**src/rtl/vscale_pc_gen_if.sv**
```systemverilog
// rtl/vscale_pc_gen_if.sv - instruction-memory fetch request port
interface vscale_pc_gen_if #(
    parameter int XLEN = 32
);
    logic            imem_req_valid;
    logic            imem_req_ready;
    logic [XLEN-1:0] PC_PIF;

    modport master (
        output imem_req_valid,
        output PC_PIF,
        input  imem_req_ready
    );

    modport slave (
        input  imem_req_valid,
        input  PC_PIF,
        output imem_req_ready
    );
endinterface

```
**src/rtl/vscale_pc_gen.sv**
```systemverilog
// rtl/vscale_pc_gen.sv - fetch PC register and next-fetch-address selection
module vscale_pc_gen #(
    parameter int              XLEN         = 32,
    parameter logic [XLEN-1:0] RESET_VECTOR = XLEN'(32'h200),
    parameter int              CAUSE_W      = 5
) (
    input  logic                clk,
    input  logic                reset_n,
    input  logic [2:0]          PC_src_sel,
    input  logic [31:0]         inst_DX,
    input  logic [XLEN-1:0]     PC_DX,
    input  logic [XLEN-1:0]     alu_out,
    input  logic [XLEN-1:0]     rs1_data,
    input  logic [XLEN-1:0]     csr_tvec,
    input  logic [XLEN-1:0]     csr_epc,
    input  logic                trap_is_int,
    input  logic [CAUSE_W-1:0]  trap_cause,
    input  logic                stall_IF,
    vscale_pc_gen_if.master     imem,
    output logic [XLEN-1:0]     PC_IF,
    output logic                redirect_pending,
    output logic                misaligned_target
);

    localparam logic [2:0] SEL_PLUS_FOUR = 3'd0;
    localparam logic [2:0] SEL_JAL       = 3'd1;
    localparam logic [2:0] SEL_REG       = 3'd2;
    localparam logic [2:0] SEL_BRANCH    = 3'd3;
    localparam logic [2:0] SEL_REPLAY    = 3'd4;
    localparam logic [2:0] SEL_TVEC      = 3'd5;
    localparam logic [2:0] SEL_EPC       = 3'd6;

    typedef enum logic [1:0] {
        ST_BOOT    = 2'd0,
        ST_RUN     = 2'd1,
        ST_PENDING = 2'd2
    } state_t;

    state_t          state_q, state_d;
    logic [XLEN-1:0] pc_if_q;
    logic [XLEN-1:0] pend_pc_q, pend_pc_d;

    logic [XLEN-1:0] pc_plus4;
    logic [XLEN-1:0] branch_imm;
    logic [XLEN-1:0] branch_target;
    logic [XLEN-1:0] reg_target;
    logic [XLEN-1:0] tvec_base;
    logic [XLEN-1:0] tvec_target;
    logic [XLEN-1:0] redir_target;
    logic [XLEN-1:0] seq_target;
    logic [XLEN-1:0] computed_pc;
    logic [XLEN-1:0] pc_pif;
    logic            redir_req;
    logic            align_checked;
    logic            misalign_raw;
    logic            redirect;
    logic            req_valid;
    logic            adv;

    logic unused_bits;
    assign unused_bits = &{1'b0, inst_DX[24:12], inst_DX[6:0], rs1_data[0], csr_tvec[1]};

    assign pc_plus4      = pc_if_q + XLEN'(4);
    assign branch_imm    = {{(XLEN-13){inst_DX[31]}}, inst_DX[31], inst_DX[7],
                            inst_DX[30:25], inst_DX[11:8], 1'b0};
    assign branch_target = PC_DX + branch_imm;
    assign reg_target    = {rs1_data[XLEN-1:1], 1'b0};
    assign tvec_base     = {csr_tvec[XLEN-1:2], 2'b00};
    // Vectored mode only offsets interrupts; synchronous exceptions use the base.
    assign tvec_target   = (csr_tvec[0] && trap_is_int)
                         ? tvec_base + (XLEN'(trap_cause) << 2)
                         : tvec_base;

    always_comb begin
        redir_target  = pc_plus4;
        redir_req     = 1'b0;
        align_checked = 1'b0;
        case (PC_src_sel)
            SEL_JAL: begin
                redir_target  = alu_out;
                redir_req     = 1'b1;
                align_checked = 1'b1;
            end
            SEL_REG: begin
                redir_target  = reg_target;
                redir_req     = 1'b1;
                align_checked = 1'b1;
            end
            SEL_BRANCH: begin
                redir_target  = branch_target;
                redir_req     = 1'b1;
                align_checked = 1'b1;
            end
            SEL_TVEC: begin
                redir_target = tvec_target;
                redir_req    = 1'b1;
            end
            SEL_EPC: begin
                redir_target = csr_epc;
                redir_req    = 1'b1;
            end
            default: begin
                redir_target = pc_plus4;
            end
        endcase
    end

    // A misaligned jump/branch target is dropped and fetch simply falls through.
    assign misalign_raw = align_checked && (redir_target[1:0] != 2'b00);
    assign redirect     = redir_req && !misalign_raw;
    assign seq_target   = (PC_src_sel == SEL_REPLAY) ? pc_if_q : pc_plus4;
    assign computed_pc  = redirect ? redir_target : seq_target;

    assign req_valid = reset_n;
    assign adv       = req_valid && imem.imem_req_ready && !stall_IF;

    always_comb begin
        state_d          = state_q;
        pend_pc_d        = pend_pc_q;
        pc_pif           = computed_pc;
        redirect_pending = 1'b0;
        case (state_q)
            ST_BOOT: begin
                pc_pif = RESET_VECTOR;
                if (adv) state_d = ST_RUN;
            end
            ST_RUN: begin
                pc_pif = computed_pc;
                if (redirect && !adv) begin
                    pend_pc_d = redir_target;
                    state_d   = ST_PENDING;
                end
            end
            ST_PENDING: begin
                redirect_pending = 1'b1;
                // Newest redirect wins and is presented in the same cycle.
                if (redirect) begin
                    pc_pif    = redir_target;
                    pend_pc_d = redir_target;
                end else begin
                    pc_pif = pend_pc_q;
                end
                if (adv) state_d = ST_RUN;
            end
            default: begin
                pc_pif  = RESET_VECTOR;
                state_d = ST_BOOT;
            end
        endcase
    end

    always_ff @(posedge clk or negedge reset_n) begin
        if (!reset_n) begin
            state_q   <= ST_BOOT;
            pc_if_q   <= RESET_VECTOR;
            pend_pc_q <= '0;
        end else begin
            state_q   <= state_d;
            pend_pc_q <= pend_pc_d;
            if (adv) pc_if_q <= pc_pif;
        end
    end

    assign imem.imem_req_valid = req_valid;
    assign imem.PC_PIF         = pc_pif;
    assign PC_IF               = pc_if_q;
    assign misaligned_target   = reset_n && (state_q != ST_BOOT) && misalign_raw;

endmodule

```
**src/flat_wrapper.sv**
```systemverilog
// flat-port wrapper written by rule: the top's interface ports become plain ports
module vscale_pc_gen_flat 
#(
    parameter int              XLEN         = 32,
    parameter logic [XLEN-1:0] RESET_VECTOR = XLEN'(32'h200),
    parameter int              CAUSE_W      = 5
)
  (clk, reset_n, PC_src_sel, inst_DX, PC_DX, alu_out, rs1_data, csr_tvec, csr_epc, trap_is_int, trap_cause, stall_IF, PC_IF, redirect_pending, misaligned_target, imem_imem_req_valid, imem_PC_PIF, imem_imem_req_ready);
  vscale_pc_gen_if #(.XLEN(XLEN)) imem_i ();
  input  logic clk;
  input  logic reset_n;
  input  logic [2:0] PC_src_sel;
  input  logic [31:0] inst_DX;
  input  logic [XLEN-1:0] PC_DX;
  input  logic [XLEN-1:0] alu_out;
  input  logic [XLEN-1:0] rs1_data;
  input  logic [XLEN-1:0] csr_tvec;
  input  logic [XLEN-1:0] csr_epc;
  input  logic trap_is_int;
  input  logic [CAUSE_W-1:0] trap_cause;
  input  logic stall_IF;
  output logic [XLEN-1:0] PC_IF;
  output logic redirect_pending;
  output logic misaligned_target;
  output wire logic [$bits(imem_i.imem_req_valid)-1:0] imem_imem_req_valid;
  output wire logic [$bits(imem_i.PC_PIF)-1:0] imem_PC_PIF;
  input wire logic [$bits(imem_i.imem_req_ready)-1:0] imem_imem_req_ready;
  assign imem_imem_req_valid = imem_i.imem_req_valid;
  assign imem_PC_PIF = imem_i.PC_PIF;
  assign imem_i.imem_req_ready = imem_imem_req_ready;
  vscale_pc_gen #(.XLEN(XLEN), .RESET_VECTOR(RESET_VECTOR), .CAUSE_W(CAUSE_W)) u_core (.clk(clk), .reset_n(reset_n), .PC_src_sel(PC_src_sel), .inst_DX(inst_DX), .PC_DX(PC_DX), .alu_out(alu_out), .rs1_data(rs1_data), .csr_tvec(csr_tvec), .csr_epc(csr_epc), .trap_is_int(trap_is_int), .trap_cause(trap_cause), .stall_IF(stall_IF), .imem(imem_i), .PC_IF(PC_IF), .redirect_pending(redirect_pending), .misaligned_target(misaligned_target));
endmodule
```
**config.mk**
```make
export PLATFORM = sky130hd
export DESIGN_NAME = vscale_pc_gen_flat
export DESIGN_NICKNAME = d
export VERILOG_FILES = /design/src/rtl/vscale_pc_gen_if.sv /design/src/rtl/vscale_pc_gen.sv /design/src/flat_wrapper.sv
export SDC_FILE = /design/constraint.sdc
export NUM_CORES = 1
export LEC_CHECK = 0
export ABC_AREA = 0
export BUFFER_PORTS_ARGS = -buffer_cell sky130_fd_sc_hd__buf_2
export CORE_ASPECT_RATIO = 0.9
export CORE_MARGIN = 5
export CORE_UTILIZATION = 53
export CTS_CLUSTER_SIZE = 28
export DETAILED_ROUTE_END_ITERATION = 16
export PLACE_DENSITY = 0.83
export SLEW_MARGIN = 20
export SYNTH_ARGS = -nofsm -noshare
export SYNTH_HDL_FRONTEND = slang
export SYNTH_SLANG_ARGS = --single-unit
export TNS_END_PERCENT = 50
```
**constraint.sdc**
```tcl
create_clock -name clk -period 3.6 [get_ports clk]
set_input_delay 0.54 -clock clk [delete_from_list [all_inputs] [get_ports clk]]
set_output_delay 0.54 -clock clk [all_outputs]
set_load 0.005 [all_outputs]
```
==> results of run 1 <==
-- layout by cell type, fill, tap and decap left out, drive strengths merged, types with 22 or more instances in the layout --
cell type and n:
a211oi 22, a21o 22, a21oi 79, a221oi 35, a31oi 29, buf 411, dfrtp 65, ha 40
nand2 170, nand3 30, nand4 23, nor2 97, o21ai 120, xnor2 41, xor2 35
-- critical path, cell delays in order --
cell and delay, ps:
buf_8 70, ha_4 140, inv_2 40, fa_2 330, nand2b_4 150, a21o_1 210
a211oi_2 240, buf_4 190, o21ai_2 60, o21ai_1 190, xor2_1 220, a21oi_2 130
a211o_1 290, a21oi_2 150, buf_2 130
-- routing by layer --
layer	part of all wire (%)	vias to the layer above
li1	-	4869
met1	38	5053
met2	45	751
met3	12	128
met4	4.7	0
met5	0	-
-- registers in the layout, summed over array words and instances (netlist names) --
signal            cells
u_core.pend_pc_q     32
u_core.state_q        2
u_core.PC_IF         32
-- worst max-delay path by stage --
stage,start,end,slack [ps],depth (start not counted)
2_1_floorplan,inst_DX[8],imem_PC_PIF[29],160,13
3_3_place_gp,inst_DX[31],imem_PC_PIF[18],-360,14
3_5_place_dp,inst_DX[8],imem_PC_PIF[29],-250,14
4_1_cts,PC_DX[1],imem_PC_PIF[25],-50,15
5_1_grt,inst_DX[8],imem_PC_PIF[19],-130,15
6_report,inst_DX[8],imem_PC_PIF[19],-30,15
-- layout make-up --
type                            instances  share of cell area (%)
Inverter                               20                  0.6362
Tap cell                              202                   2.142
Antenna cell                            2                 0.04241
Timing Repair Buffer                  412                   22.32
Sequential cell                        66                   14.01
Clock buffer                           15                   2.439
Clock inverter                          1                  0.2545
Multi-Input combinational cell        954                   58.16
-- power breakdown --
group          switching (mW)  total [mW]  internal [mW]
combinational            1.53        2.60           1.07
clock                   0.319       0.932          0.613
sequential              0.233        1.23          0.998
total                    2.08        4.76           2.68
-- timing repair --
| item | CTS | global route |
|---|---|---|
| setup buffers | 7 | 17 |
| gates cloned | 0 | 1 |
| resized for setup | 62 | 78 |
| endpoints found under the setup margin | 16 | 21 |
| pin swaps | 31 | 61 |
-- logic make-up (layout without fill, tap and decap cells) --
family                   after synthesis  count (layout)  synth area share, %
adder cells (fa/ha/maj)               42              42                6.532
AO/OA/AOI/OAI                        414             414                34.32
XOR/XNOR                              76              76                8.043
buffers and inverters                 91             448                5.201
multiplexers                          23              23                3.039
flip-flops                            66              66                19.97
other                                  0               2                    0
AND/OR/NAND/NOR                      399             399                22.89
-- per-stage QoR --
stage	instances	util [%]	instance area, sq um	power (mW)
after floorplan	1111	-	8275	2.553
after global placement	1630	68.42	10530	3.446
after detailed placement	1630	68.42	10530	3.514
after CTS	1653	73.03	11240	4.540
after global routing	1672	76.69	11800	5.027
final	1672	76.69	11800	4.764
==> impl_metrics.py, run 1 <==
metrics = {
    "synthesis": {
        "async_reset_ff_share_pct": 100.0,
        "synthCells": 1111,
        "synth-main-ff-cell": "dfrtp_1",
        "synth_fp_nets": 1358,
        "synth_common_cells": "nand2_1, o21ai_0, nor2_1",
        "synth_top_area_share_pct": 19.66,
        "yosysWarnings": 0,
        "synth_cell_type_count": 93,
        "synth_edf_count": 0,
        "ys_ff_latch": 66,
        "synth_most_common_cell": "nand2_1",
        "netlist.top_cell.by_area": "dfrtp_1",
        "synth.area.top_cells": "dfrtp_1, nand2_1, o21ai_0",
        "postSynthAreaPerCell_sq_um": 7.449,
        "ys_seq_area_share_pct": 19.97,
        "synth_area_sq_um": 8275,
    },
    "sta": {
        "drv_slew": 0,
        "timing.setup.tns_ps": -38.92,
        "skew_ps": 5.387,
        "worst_hold_slack_ps": 484.8,
        "period_minus_slack_ps": 3630,
        "fin_ws_ps": -30.09,
        "tightest_slew_ps": 896.1,
        "fin_crit_sh_pct": 100.8,
        "maxSlewHeadroom_pct": 40.26,
        "rsz0062_at_grt": "yes",
        "max_freq_ghz": 0.2755,
        "setup_violations": 3,
        "final-hold-violation-count": 0,
    },
    "clock_network": {
        "cts_buffer_depth": 2,
        "cts_tree": "done",
        "clkSinkCount": 66,
        "clk_latency_ps": 330,
        "htree_levels": 3,
        "numCtsBuffers": 9,
        "clkTransAtPathRegs_ps": 60,
        "hold_buffers": 0,
        "cts-root-buf": "clkbuf_16",
    },
    "die": {
        "design.core.area_sq_um": 15390,
        "initial_core_util_pct": 53.78,
        "ios": 272,
        "dieArea_sq_um": 18220,
        "die_w_um": 141.7,
        "die_y_um": 128.5,
        "num_rows": 43,
    },
    "min_path": {
        "min_to": "u_core.pend_pc_q[9]",
        "whs_path_depth": 2,
        "hold_path.class": "flop to flop",
        "hold_start": "u_core.pend_pc_q[9]",
    },
    "layout": {
        "layout.nets": 1710,
        "n_fill_cell": 1178,
        "multiInputGateArea_sq_um": 6863,
        "syn2layout_area_growth_pct": 42.59,
        "regArea_sq_um": 1653,
        "drive_gt1_share_pct": 39.31,
    },
    "place": {
        "gp_congestion": 0.9948,
        "dp_slack_ps": -253.3,
        "dp.final_hpwl_um": 26590,
        "port_buffers": 249,
    },
    "route": {
        "ant_nets": 0,
        "vias": 10800,
        "drc": 0,
        "first_pass_iters": 8,
        "routedWlPerCell_um": 21.48,
        "finalWirelength_um": 35920,
        "dr.first_iter.drc_count": 1303,
        "vias_per_cell": 6.460,
    },
    "critical_path": {
        "endpoint_kind": "output port",
        "cp_data_arrival_time_ps": 3090,
        "required_ps": 3060,
        "r2r_cells": 8,
        "rr_endpoint": "u_core.pend_pc_q[0]",
        "start_kind": "input port",
        "timing.rr.start": "u_core.state_q[1]",
        "worstSetupPathType": "input port to output port",
        "reg2reg_setup_slack_ps": 810,
        "critPathMaxFanout": 4,
    },
    "power_and_ir_drop": {
        "p_leak_nw": 5.315,
        "p_per_area_nw_per_um2": 403.7,
        "ir_worst_vdd_mv": 0.3886,
    },
    "run": {
        "drv_cap": 0,
    },
    "grt": {
        "grt_max_degree": 68,
        "grt_pass1_wl_um": 52490,
        "grt.busiest_layer": "met2",
        "track_usage_pct": 36.12,
        "gr-usage-met1_pct": 48.62,
        "grt_pass1_vias": 9823,
        "met3_usage_pct": 6.466,
        "gr-usage-met2_pct": 58.37,
        "grt_overflow": 0,
        "antenna_found_initial": 2,
    },
    "outcome": {
        "outcome": "complete, but fails checks",
        "violations": "negative setup slack",
    },
}
(Power assumes the default switching activity.)
==> run 2: changes to the inputs <==
--- a/config.mk
+++ b/config.mk
@@ -11,6 +11,5 @@
 export CORE_MARGIN = 5
-export CORE_UTILIZATION = 53
+export CORE_UTILIZATION = 35
 export CTS_CLUSTER_SIZE = 28
 export DETAILED_ROUTE_END_ITERATION = 16
-export PLACE_DENSITY = 0.83
 export SLEW_MARGIN = 20
==> constraint.sdc (replaced) <==
create_clock -name clk -period 3.6 [get_ports clk]
set_input_delay 0.18 -clock clk [delete_from_list [all_inputs] [get_ports clk]]
set_output_delay 0.18 -clock clk [all_outputs]
set_load 0.005 [all_outputs]
==> impl_metrics.py, run 2 (same netlist as run 1, synthesis figures left out) <==
metrics = {
    "critical_path": {
        "r2r_cells": 8,
        "critPathMaxFanout": 5,
        "reg2reg_setup_slack_ps": 730,
        "rr_endpoint": "u_core.PC_IF[23]",
        "required_ps": 3420,
        "endpoint_kind": "output port",
        "cp_data_arrival_time_ps": 3210,
        "timing.rr.start": "u_core.state_q[0]",
        "worstSetupPathType": "input port to output port",
        "start_kind": "input port",
    },
    "grt": {
        "grt_pass1_vias": 9197,
        "grt_overflow": 0,
        "track_usage_pct": 25.27,
        "antenna_found_initial": 1,
        "grt_pass1_wl_um": 52630,
        "grt_max_degree": 53,
    },
    "die": {
        "initial_core_util_pct": 35.45,
        "die_y_um": 155.9,
        "num_rows": 53,
        "die_w_um": 172.1,
        "design.core.area_sq_um": 23340,
        "ios": 272,
        "dieArea_sq_um": 26820,
    },
    "clock_network": {
        "numCtsBuffers": 9,
        "clkSinkCount": 66,
        "clkTransAtPathRegs_ps": 60,
        "clk_latency_ps": 340,
        "htree_levels": 3,
        "cts-root-buf": "clkbuf_16",
        "cts_setup_buffers": 0,
        "cts_buffer_depth": 2,
        "cts_tree": "done",
    },
    "route": {
        "dr.first_iter.drc_count": 756,
        "vias_per_cell": 5.777,
        "ant_nets": 0,
        "finalWirelength_um": 35000,
        "routedWlPerCell_um": 21.14,
        "vias": 9566,
        "drc": 0,
        "first_pass_iters": 5,
    },
    "min_path": {
        "hold_path.class": "input port to flop",
        "min_to": "u_core.pend_pc_q[30]",
        "hold_start": "csr_epc[30]",
        "whs_path_depth": 5,
    },
    "place": {
        "dp.final_hpwl_um": 28040,
        "port_buffers": 249,
        "gp_congestion": 0.9330,
        "dp.cells": 1637,
    },
    "sta": {
        "max_freq_ghz": 0.2954,
        "tightest_slew_ps": 920.7,
        "period_minus_slack_ps": 3385,
        "rsz0062_at_grt": "no",
        "maxSlewHeadroom_pct": 36.87,
        "skew_ps": 6.762,
        "final-hold-violation-count": 0,
        "setup_violations": 0,
        "worst_hold_slack_ps": 300.1,
        "fin_crit_sh_pct": 94.04,
        "timing.setup.tns_ps": 0,
        "drv_slew": 0,
    },
    "layout": {
        "syn2layout_area_growth_pct": 23.09,
        "layout.nets": 1594,
        "finalNonFillerCells": 1656,
        "n_fill_cell": 2519,
        "layout_commonest_cell": "buf_2",
        "final_cell_mix": "buf_2, nand2_1, o21ai_0, nor2_1, a21oi_1",
        "drive_gt1_share_pct": 27.66,
    },
    "power_and_ir_drop": {
        "ir_worst_vdd_mv": 0.3213,
        "p_leak_nw": 4.578,
        "p_per_area_nw_per_um2": 419.9,
    },
    "outcome": {
        "outcome": "finished, final reports clean",
    },
    "run": {
        "drv_cap": 0,
    },
}
run 2: cell types whose count changed in the layout (fill, tap and decap cells not counted), moves of 12 or more:
cell,delta
buf_4,-104
ha_1,+22
ha_4,-20
o21ai_0,+14
a21oi_1,+13
a21oi_2,-12
run 2: where the power goes:
group / switching (mW) / internal, mW
Sequential: 0.225 / 0.997
Clock: 0.345 / 0.478
Combinational: 1.39 / 0.845
Total: 1.96 / 2.32
run 2: stage by stage:
step | worst slack (ps) | utilization (%) | power, mW | cell area (sq um)
finish | 214.6 | 43.64 | 4.277 | 10190
global route | 40.01 | 43.62 | 4.587 | 10180
CTS | 205.5 | 43.58 | 4.266 | 10170
detailed placement | 206.7 | 42.38 | 3.426 | 9892
global placement | 242.3 | 42.38 | 3.395 | 9892
floorplan | 875.9 | - | 2.553 | 8275
run 2: how the worst max path moves through the flow:
| stage | cells past startpoint | end | start |
|---|---|---|---|
| final | 14 | imem_PC_PIF[29] | PC_DX[1] |
| after global routing | 14 | imem_PC_PIF[29] | PC_DX[1] |
| after CTS | 12 | imem_PC_PIF[30] | inst_DX[31] |
| after detailed placement | 12 | imem_PC_PIF[30] | inst_DX[31] |
| after global placement | 12 | imem_PC_PIF[30] | inst_DX[31] |
| after floorplan | 13 | imem_PC_PIF[29] | inst_DX[8] |
run 2: layout make-up:
class | count | area (sq um) | share of cell area, %
Inverter | 20 | 75.07 | 0.7370
Sequential cell | 66 | 1653 | 16.23
Antenna cell | 2 | 5.005 | 0.04913
Tap cell | 302 | 377.9 | 3.710
Clock buffer | 10 | 239.0 | 2.346
Multi-Input combinational cell | 954 | 6200 | 60.86
Timing Repair Buffer | 296 | 1604 | 15.75
Clock inverter | 6 | 32.53 | 0.3194
run 2: per-layer routing:
layer / vias up / global-route usage, % / wire, um
met5: - / 0 / 0
met4: 0 / 6.886 / 907
met3: 51 / 3.598 / 2871
met2: 409 / 41.06 / 15820
met1: 4470 / 35.17 / 15410
li1: 4636 / - / -
run 2: critical path, stage by stage:
cell       delay [ps]
buf_2              90
ha_1              190
inv_1              70
fa_1              390
nand2b_1          180
a21o_1            210
o21ba_1           230
nor3_2            310
o2111ai_2         210
and2_1            310
o31ai_2           250
a211oi_1          140
a211oi_1          260
buf_2             170
run 2: timing repair:
item,4_1_cts,5_1_grt
hold buffers,1,0
resized for setup,0,2
hold endpoints to repair,15,0
setup endpoints to repair,0,2
